`config.mk`:
```
export PLATFORM = sky130hd
export DESIGN_NAME = apb_master_mc
export DESIGN_NICKNAME = d
export VERILOG_FILES = /design/src/rtl/apb_mc_pkg.sv /design/src/rtl/apb_mc_decoder.sv /design/src/rtl/apb_master_mc.sv
export SDC_FILE = /design/constraint.sdc
export NUM_CORES = 1
export LEC_CHECK = 0
export CORE_AREA = 3 3 125 127
export CTS_CLUSTER_DIAMETER = 150
export DETAILED_ROUTE_END_ITERATION = 7
export DIE_AREA = 0 0 128 130
export GPL_TIMING_DRIVEN = 0
export PLACE_DENSITY_LB_ADDON = 0.12
export SYNTH_ARGS = -nofsm -noshare
export SYNTH_HDL_FRONTEND = slang
export SYNTH_SLANG_ARGS = --single-unit
export TNS_END_PERCENT = 5
```
`constraint.sdc`:
```
create_clock -name PCLK -period 4.1 [get_ports PCLK]
set_clock_uncertainty 0.15 [all_clocks]
set_input_delay 0.82 -clock PCLK [delete_from_list [all_inputs] [get_ports PCLK]]
set_output_delay 0.82 -clock PCLK [all_outputs]
set_load 0.02 [all_outputs]
```
`src/rtl/apb_mc_pkg.sv`:
```
// Shared types and helpers for the multi-completer APB4 requester.
package apb_mc_pkg;

    typedef enum logic [1:0] {
        ST_IDLE   = 2'd0,
        ST_SETUP  = 2'd1,
        ST_ACCESS = 2'd2,
        ST_RESP   = 2'd3
    } state_t;

    // Error flag reported for an address that hits no completer.
    localparam logic RSP_ERR_DECODE = 1'b1;

    // Width of the completer index field; never narrower than one bit.
    function automatic int sel_w(input int n);
        return (n > 1) ? $clog2(n) : 1;
    endfunction

endpackage

```
`src/rtl/apb_mc_decoder.sv`:
```
// Completer address decoder: index field, hit flag and one-hot PSEL vector.
// A hit needs an index below NUM_SLV and every address bit above the field clear.
module apb_mc_decoder
    import apb_mc_pkg::*;
#(
    parameter int ADDR_W  = 32,
    parameter int NUM_SLV = 4,
    parameter int SLV_LSB = 12
) (
    input  logic [ADDR_W-1:0]         addr,
    output logic [sel_w(NUM_SLV)-1:0] idx,
    output logic                      hit,
    output logic [NUM_SLV-1:0]        sel
);

    localparam int SW = sel_w(NUM_SLV);

    logic [ADDR_W-1:0] field;

    // Shift the index field down, then check range and the bits above it.
    always_comb begin
        field = addr >> SLV_LSB;
        idx   = field[SW-1:0];
        hit   = (32'(idx) < NUM_SLV) && ((field >> SW) == '0);
        sel   = '0;
        if (hit) begin
            sel[idx] = 1'b1;
        end
    end

endmodule

```
`src/rtl/apb_master_mc.sv`:
```
// Multi-completer APB4 requester: one CPU request at a time, SETUP/ACCESS
// sequence on the decoded completer, one-cycle response pulse.
// Optional ACCESS-phase timeout: define APB_TIMEOUT_EN.
//
//  state  | meaning
//  IDLE   | req_ready=1, waiting for a request
//  SETUP  | PSELx asserted, PENABLE=0
//  ACCESS | PENABLE=1, waiting on PREADY of the selected completer
//  RESP   | rsp_valid pulse with captured data/error
module apb_master_mc
    import apb_mc_pkg::*;
#(
    parameter int ADDR_W      = 32,
    parameter int DATA_W      = 32,
    parameter int NUM_SLV     = 4,
    parameter int SLV_LSB     = 12,
    parameter int TIMEOUT_CYC = 256
) (
    input  logic                      PCLK,
    input  logic                      PRESET,
    input  logic                      req_valid,
    output logic                      req_ready,
    input  logic                      req_write,
    input  logic [ADDR_W-1:0]         req_addr,
    input  logic [DATA_W-1:0]         req_wdata,
    input  logic [DATA_W/8-1:0]       req_strb,
    input  logic [2:0]                req_prot,
    output logic                      rsp_valid,
    output logic [DATA_W-1:0]         rsp_rdata,
    output logic                      rsp_err,
    output logic [NUM_SLV-1:0]        PSELx,
    output logic                      PENABLE,
    output logic [ADDR_W-1:0]         PADDR,
    output logic                      PWRITE,
    output logic [DATA_W-1:0]         PWDATA,
    output logic [DATA_W/8-1:0]       PSTRB,
    output logic [2:0]                PPROT,
    input  logic [NUM_SLV-1:0]        PREADY,
    input  logic [NUM_SLV*DATA_W-1:0] PRDATA,
    input  logic [NUM_SLV-1:0]        PSLVERR
);

    localparam int SW     = sel_w(NUM_SLV);
    localparam int STRB_W = DATA_W / 8;

    state_t              state, state_nxt;
    logic [SW-1:0]       dec_idx, idx_q;
    logic                dec_hit;
    logic [NUM_SLV-1:0]  dec_sel, sel_q;
    logic [ADDR_W-1:0]   paddr_q;
    logic [DATA_W-1:0]   wdata_q, rdata_q, prdata_sel;
    logic [STRB_W-1:0]   strb_q;
    logic [2:0]          prot_q;
    logic                write_q, err_q;
    logic                accept, pready_sel, pslverr_sel, timeout_hit;

    apb_mc_decoder #(
        .ADDR_W  (ADDR_W),
        .NUM_SLV (NUM_SLV),
        .SLV_LSB (SLV_LSB)
    ) u_decoder (
        .addr (req_addr),
        .idx  (dec_idx),
        .hit  (dec_hit),
        .sel  (dec_sel)
    );

    assign accept      = req_valid && (state == ST_IDLE);
    assign pready_sel  = PREADY[idx_q];
    assign pslverr_sel = PSLVERR[idx_q];
    assign prdata_sel  = PRDATA[32'(idx_q)*DATA_W +: DATA_W];

`ifdef APB_TIMEOUT_EN
    localparam int TO_W = (TIMEOUT_CYC > 1) ? $clog2(TIMEOUT_CYC) : 1;

    logic [TO_W-1:0] to_cnt;

    // ACCESS wait timer: loaded in SETUP, terminal count on the last allowed cycle.
    always_ff @(posedge PCLK) begin
        if (PRESET) begin
            to_cnt <= '0;
        end else if (state == ST_SETUP) begin
            to_cnt <= TO_W'(TIMEOUT_CYC - 1);
        end else if ((state == ST_ACCESS) && (to_cnt != '0)) begin
            to_cnt <= to_cnt - 1'b1;
        end
    end

    assign timeout_hit = (state == ST_ACCESS) && (to_cnt == '0);
`else
    logic [31:0] timeout_unused;

    assign timeout_unused = 32'(TIMEOUT_CYC);
    assign timeout_hit    = 1'b0;
`endif

    // State register.
    always_ff @(posedge PCLK) begin
        if (PRESET) begin
            state <= ST_IDLE;
        end else begin
            state <= state_nxt;
        end
    end

    // Next-state logic; a decode miss skips the bus and responds at once.
    always_comb begin
        state_nxt = state;
        case (state)
            ST_IDLE:   if (req_valid) state_nxt = dec_hit ? ST_SETUP : ST_RESP;
            ST_SETUP:  state_nxt = ST_ACCESS;
            ST_ACCESS: if (pready_sel || timeout_hit) state_nxt = ST_RESP;
            ST_RESP:   state_nxt = ST_IDLE;
            default:   state_nxt = ST_IDLE;
        endcase
    end

    // State-decoded outputs; PSEL/PENABLE only live in SETUP and ACCESS.
    always_comb begin
        req_ready = 1'b0;
        rsp_valid = 1'b0;
        rsp_rdata = '0;
        rsp_err   = 1'b0;
        PSELx     = '0;
        PENABLE   = 1'b0;
        case (state)
            ST_IDLE:   req_ready = 1'b1;
            ST_SETUP:  PSELx = sel_q;
            ST_ACCESS: begin
                PSELx   = sel_q;
                PENABLE = 1'b1;
            end
            ST_RESP: begin
                rsp_valid = 1'b1;
                rsp_rdata = rdata_q;
                rsp_err   = err_q;
            end
            default: ;
        endcase
    end

    // Request latch and response capture; bus fields hold between transfers.
    always_ff @(posedge PCLK) begin
        if (PRESET) begin
            paddr_q <= '0;
            wdata_q <= '0;
            strb_q  <= '0;
            prot_q  <= '0;
            write_q <= 1'b0;
            sel_q   <= '0;
            idx_q   <= '0;
            rdata_q <= '0;
            err_q   <= 1'b0;
        end else if (accept) begin
            rdata_q <= '0;
            err_q   <= dec_hit ? 1'b0 : RSP_ERR_DECODE;
            if (dec_hit) begin
                paddr_q <= req_addr;
                write_q <= req_write;
                wdata_q <= req_write ? req_wdata : '0;
                strb_q  <= req_write ? req_strb : '0;
                prot_q  <= req_prot;
                sel_q   <= dec_sel;
                idx_q   <= dec_idx;
            end
        end else if (state == ST_ACCESS) begin
            if (pready_sel) begin
                rdata_q <= write_q ? '0 : prdata_sel;
                err_q   <= pslverr_sel;
            end else if (timeout_hit) begin
                rdata_q <= '0;
                err_q   <= 1'b1;
            end
        end
    end

    assign PADDR  = paddr_q;
    assign PWRITE = write_q;
    assign PWDATA = wdata_q;
    assign PSTRB  = strb_q;
    assign PPROT  = prot_q;

endmodule

```
==> flow_summary.yaml <==
global_route:
  grt_pass1_wl_um: 31200
  antenna_found_initial: 0
  grt_pass1_vias: 6059
  overflow: 0
  grt_max_degree: 18
  grt.total_usage_pct: 23.4
die:
  fp.dieArea_sq_um: 16600
  die_y_um: 130
  dieWidth_um: 128
  initial_utilization_pct: 36.5
  std_cell_rows: 44
  core_sq_um: 14500
  ioPinCount: 323
sta:
  relSlewSlack_pct: 57.6
  final_max_slew_viol_count: 0
  max_freq_mhz: 314
  rsz0062_at_grt: "false"
  setup-tns-final_ns: 0
  setup_viol: 0
  hold_viol: 0
  fin_ws_ns: 0.918
  min_period_ns: 3.18
  worst_pin_slew_ns: 0.637
  fin_crit_sh_pct: 77.6
detailed_routing:
  ant_nets: 0
  wl_met1_um: 7620
  maxUsedRoutingLayer: "met4"
  finalWirelength_um: 20600
  drcViolationCount: 0
  drtPass1Iterations: 5
  num_vias: 5874
  wl_per_cell_um: 18.9
  drt-initial-drc-count: 241
  dr_wl_met2_um: 10600
  vias_per_cell: 5.39
  dr_wl_met3_um: 2040
status:
  status: "finished clean"
power:
  p_int_uw: 1900
  vdd_ir_drop_max_v: 0.000265
  seqPwrFrac_pct: 43.2
  switching_share_pct: 28.2
  p_leak_uw: 0.00311
  net-switching-power_uw: 744
  p_comb_share_pct: 25.6
  power.share.clock_pct: 31.2
  p_per_area_nw_per_um2: 293
  p_total_uw: 2640
logic_synthesis:
  synth.distinct_cells: 29
  ys_ff_latch: 111
  synth-seq-area-share_pct: 41.8
  synth_largest_area_cell: "dfxtp_1"
  syn_area_sq_um: 5310
  synth_nets: 784
  synthTopCellsByArea: "dfxtp_1, mux4_2, and2_1, a21oi_1, a2bb2oi_1"
  post-synth-top-area-fraction_pct: 41.8
  synthCells: 569
  yosys_warnings: 0
  syn_avg_cell_area_sq_um: 9.33
placement:
  preCtsSetupSlack_ns: 0.842
  dp_hpwl_um: 16300
  place_congestion: 0.857
  portBuffers: 320
clock_network:
  clk_pin_slew_ns: 0.07
  numCtsBuffers: 9
  cts_hold_buf: 0
  cts_tree: "built"
  htree_levels: 3
  cts_resized: 0
  insertion_delay_ns: 0.34
  cts_sinks: 111
  cts_root_buffer: "clkbuf_16"
  clockBufferDepth: 2
  postCtsSetupBuffers: 0
final_layout:
  n_fill_cell: 1261
  drive_above_1_share_pct: 7.51
  layout.cells.most_common: "clkdlybuf4s50_1"
  multiInputGateArea_sq_um: 2810
  nNetsFinal: 1115
  final_cell_mix: "clkdlybuf4s50_1, dfxtp_1, a21oi_1"
  n_antenna_cell: 0
  final_core_util_pct: 62.1
  area_growth_pct: 69.8
  regArea_sq_um: 2220
setup_path:
  regToRegEndpoint: "rdata_q[16]"
  cp.required_ns: 3.13
  path_class: "reg -> out"
  cp.arrival_ns: 2.21
  r2r-start: "PADDR[13]"
  cp-start-kind: "flip-flop"
  worst-r2r-cell-count: 6
  critPathMaxFanout: 10
  end_kind: "primary output"
  reg2reg_slack_ns: 1.80
min_path:
  min_path_type: "reg -> reg"
  min_to: "PADDR[26]"
  holdPathStages: 1
  hp-start: "PADDR[26]"
job:
  cap_violations: 0
-- metrics by stage --
stage,std cells,hold slack [ns],cell area [sq um]
2_1_floorplan,569,0.295,5310
4_1_cts,1089,0.316,9020
3_3_place_gp,1073,0.294,8740
3_5_place_dp,1073,0.294,8740
6_report,1089,0.310,9020
5_1_grt,1089,0.332,9020
-- cells by family after synthesis --
logic type / after synthesis / share of synthesized area, %
mux: 34 / 14.4
compound gates: 154 / 17.0
flops: 111 / 41.8
buf+inv: 69 / 5.28
simple gates: 197 / 20.5
fa+ha+maj: 4 / 0.942
-- critical path, cell delays in order (launching register included) --
cell and delay (ns):
dfxtp_1 0.38, ha_1 0.32, clkbuf_1 0.33, and2_1 0.20, clkdlybuf4s50_1 0.63
-- power groups by stage --
stage                     clock, uW  combinational (uW)  sequential [uW]
final                           823                 677             1140
after global routing            886                 737             1150
after CTS                       842                 674             1140
after detailed placement          0                 669             1170
after global placement            0                 652             1160
after floorplan                   0                 335             1160
-- Yosys cell counts --
master	instances
buf_1	5
a21oi_1	60
nand4b_1	2
or3_4	1
nand2b_1	2
inv_1	3
and3_1	1
nor3_2	1
o21ai_1	6
nor2_1	36
a221oi_1	1
ha_1	4
o21ai_0	53
nor4_1	2
a32o_1	1
buf_2	15
a311o_1	1
nor2b_1	1
clkbuf_1	44
or4_4	1
nand2_1	4
dfxtp_1	111
clkbuf_2	2
a2bb2oi_1	32
or4_1	2
and2_1	55
nand3_1	52
mux4_2	34
nand4_1	37
-- per-layer routing --
metal / up-vias / GRT usage, %
li1: 2761 / -
met1: 2820 / 26.1
met2: 269 / 42.9
met3: 24 / 7.65
met4: 0 / 6.24
met5: - / 0
-- layout make-up --
| class | instances | area share (%) |
|---|---|---|
| Multi-Input combinational cell | 389 | 31.1 |
| Clock inverter | 4 | 0.319 |
| Tap cell | 184 | 2.55 |
| Buffer | 66 | 2.98 |
| Sequential cell | 111 | 24.6 |
| Timing Repair Buffer | 320 | 35.5 |
| Clock buffer | 12 | 2.73 |
| Inverter | 3 | 0.125 |
-- worst max-delay path by stage --
stage,endpoint,from
global route,rsp_rdata[3],state[1]
detailed placement,PWDATA[10],req_addr[31]
floorplan,PWDATA[12],req_addr[18]
global placement,PWDATA[9],req_addr[31]
CTS,rsp_rdata[4],state[1]
finish,rsp_rdata[3],state[1]
-- flip-flops by register name, indices dropped and copies added, names as in the netlist --
signal / count
state: 2
PADDR: 31
PPROT: 3
idx_q: 1
PSTRB: 4
PWDATA: 32
sel_q: 4
PWRITE: 1
err_q: 1
rdata_q: 32
(Power assumes the default switching activity.)
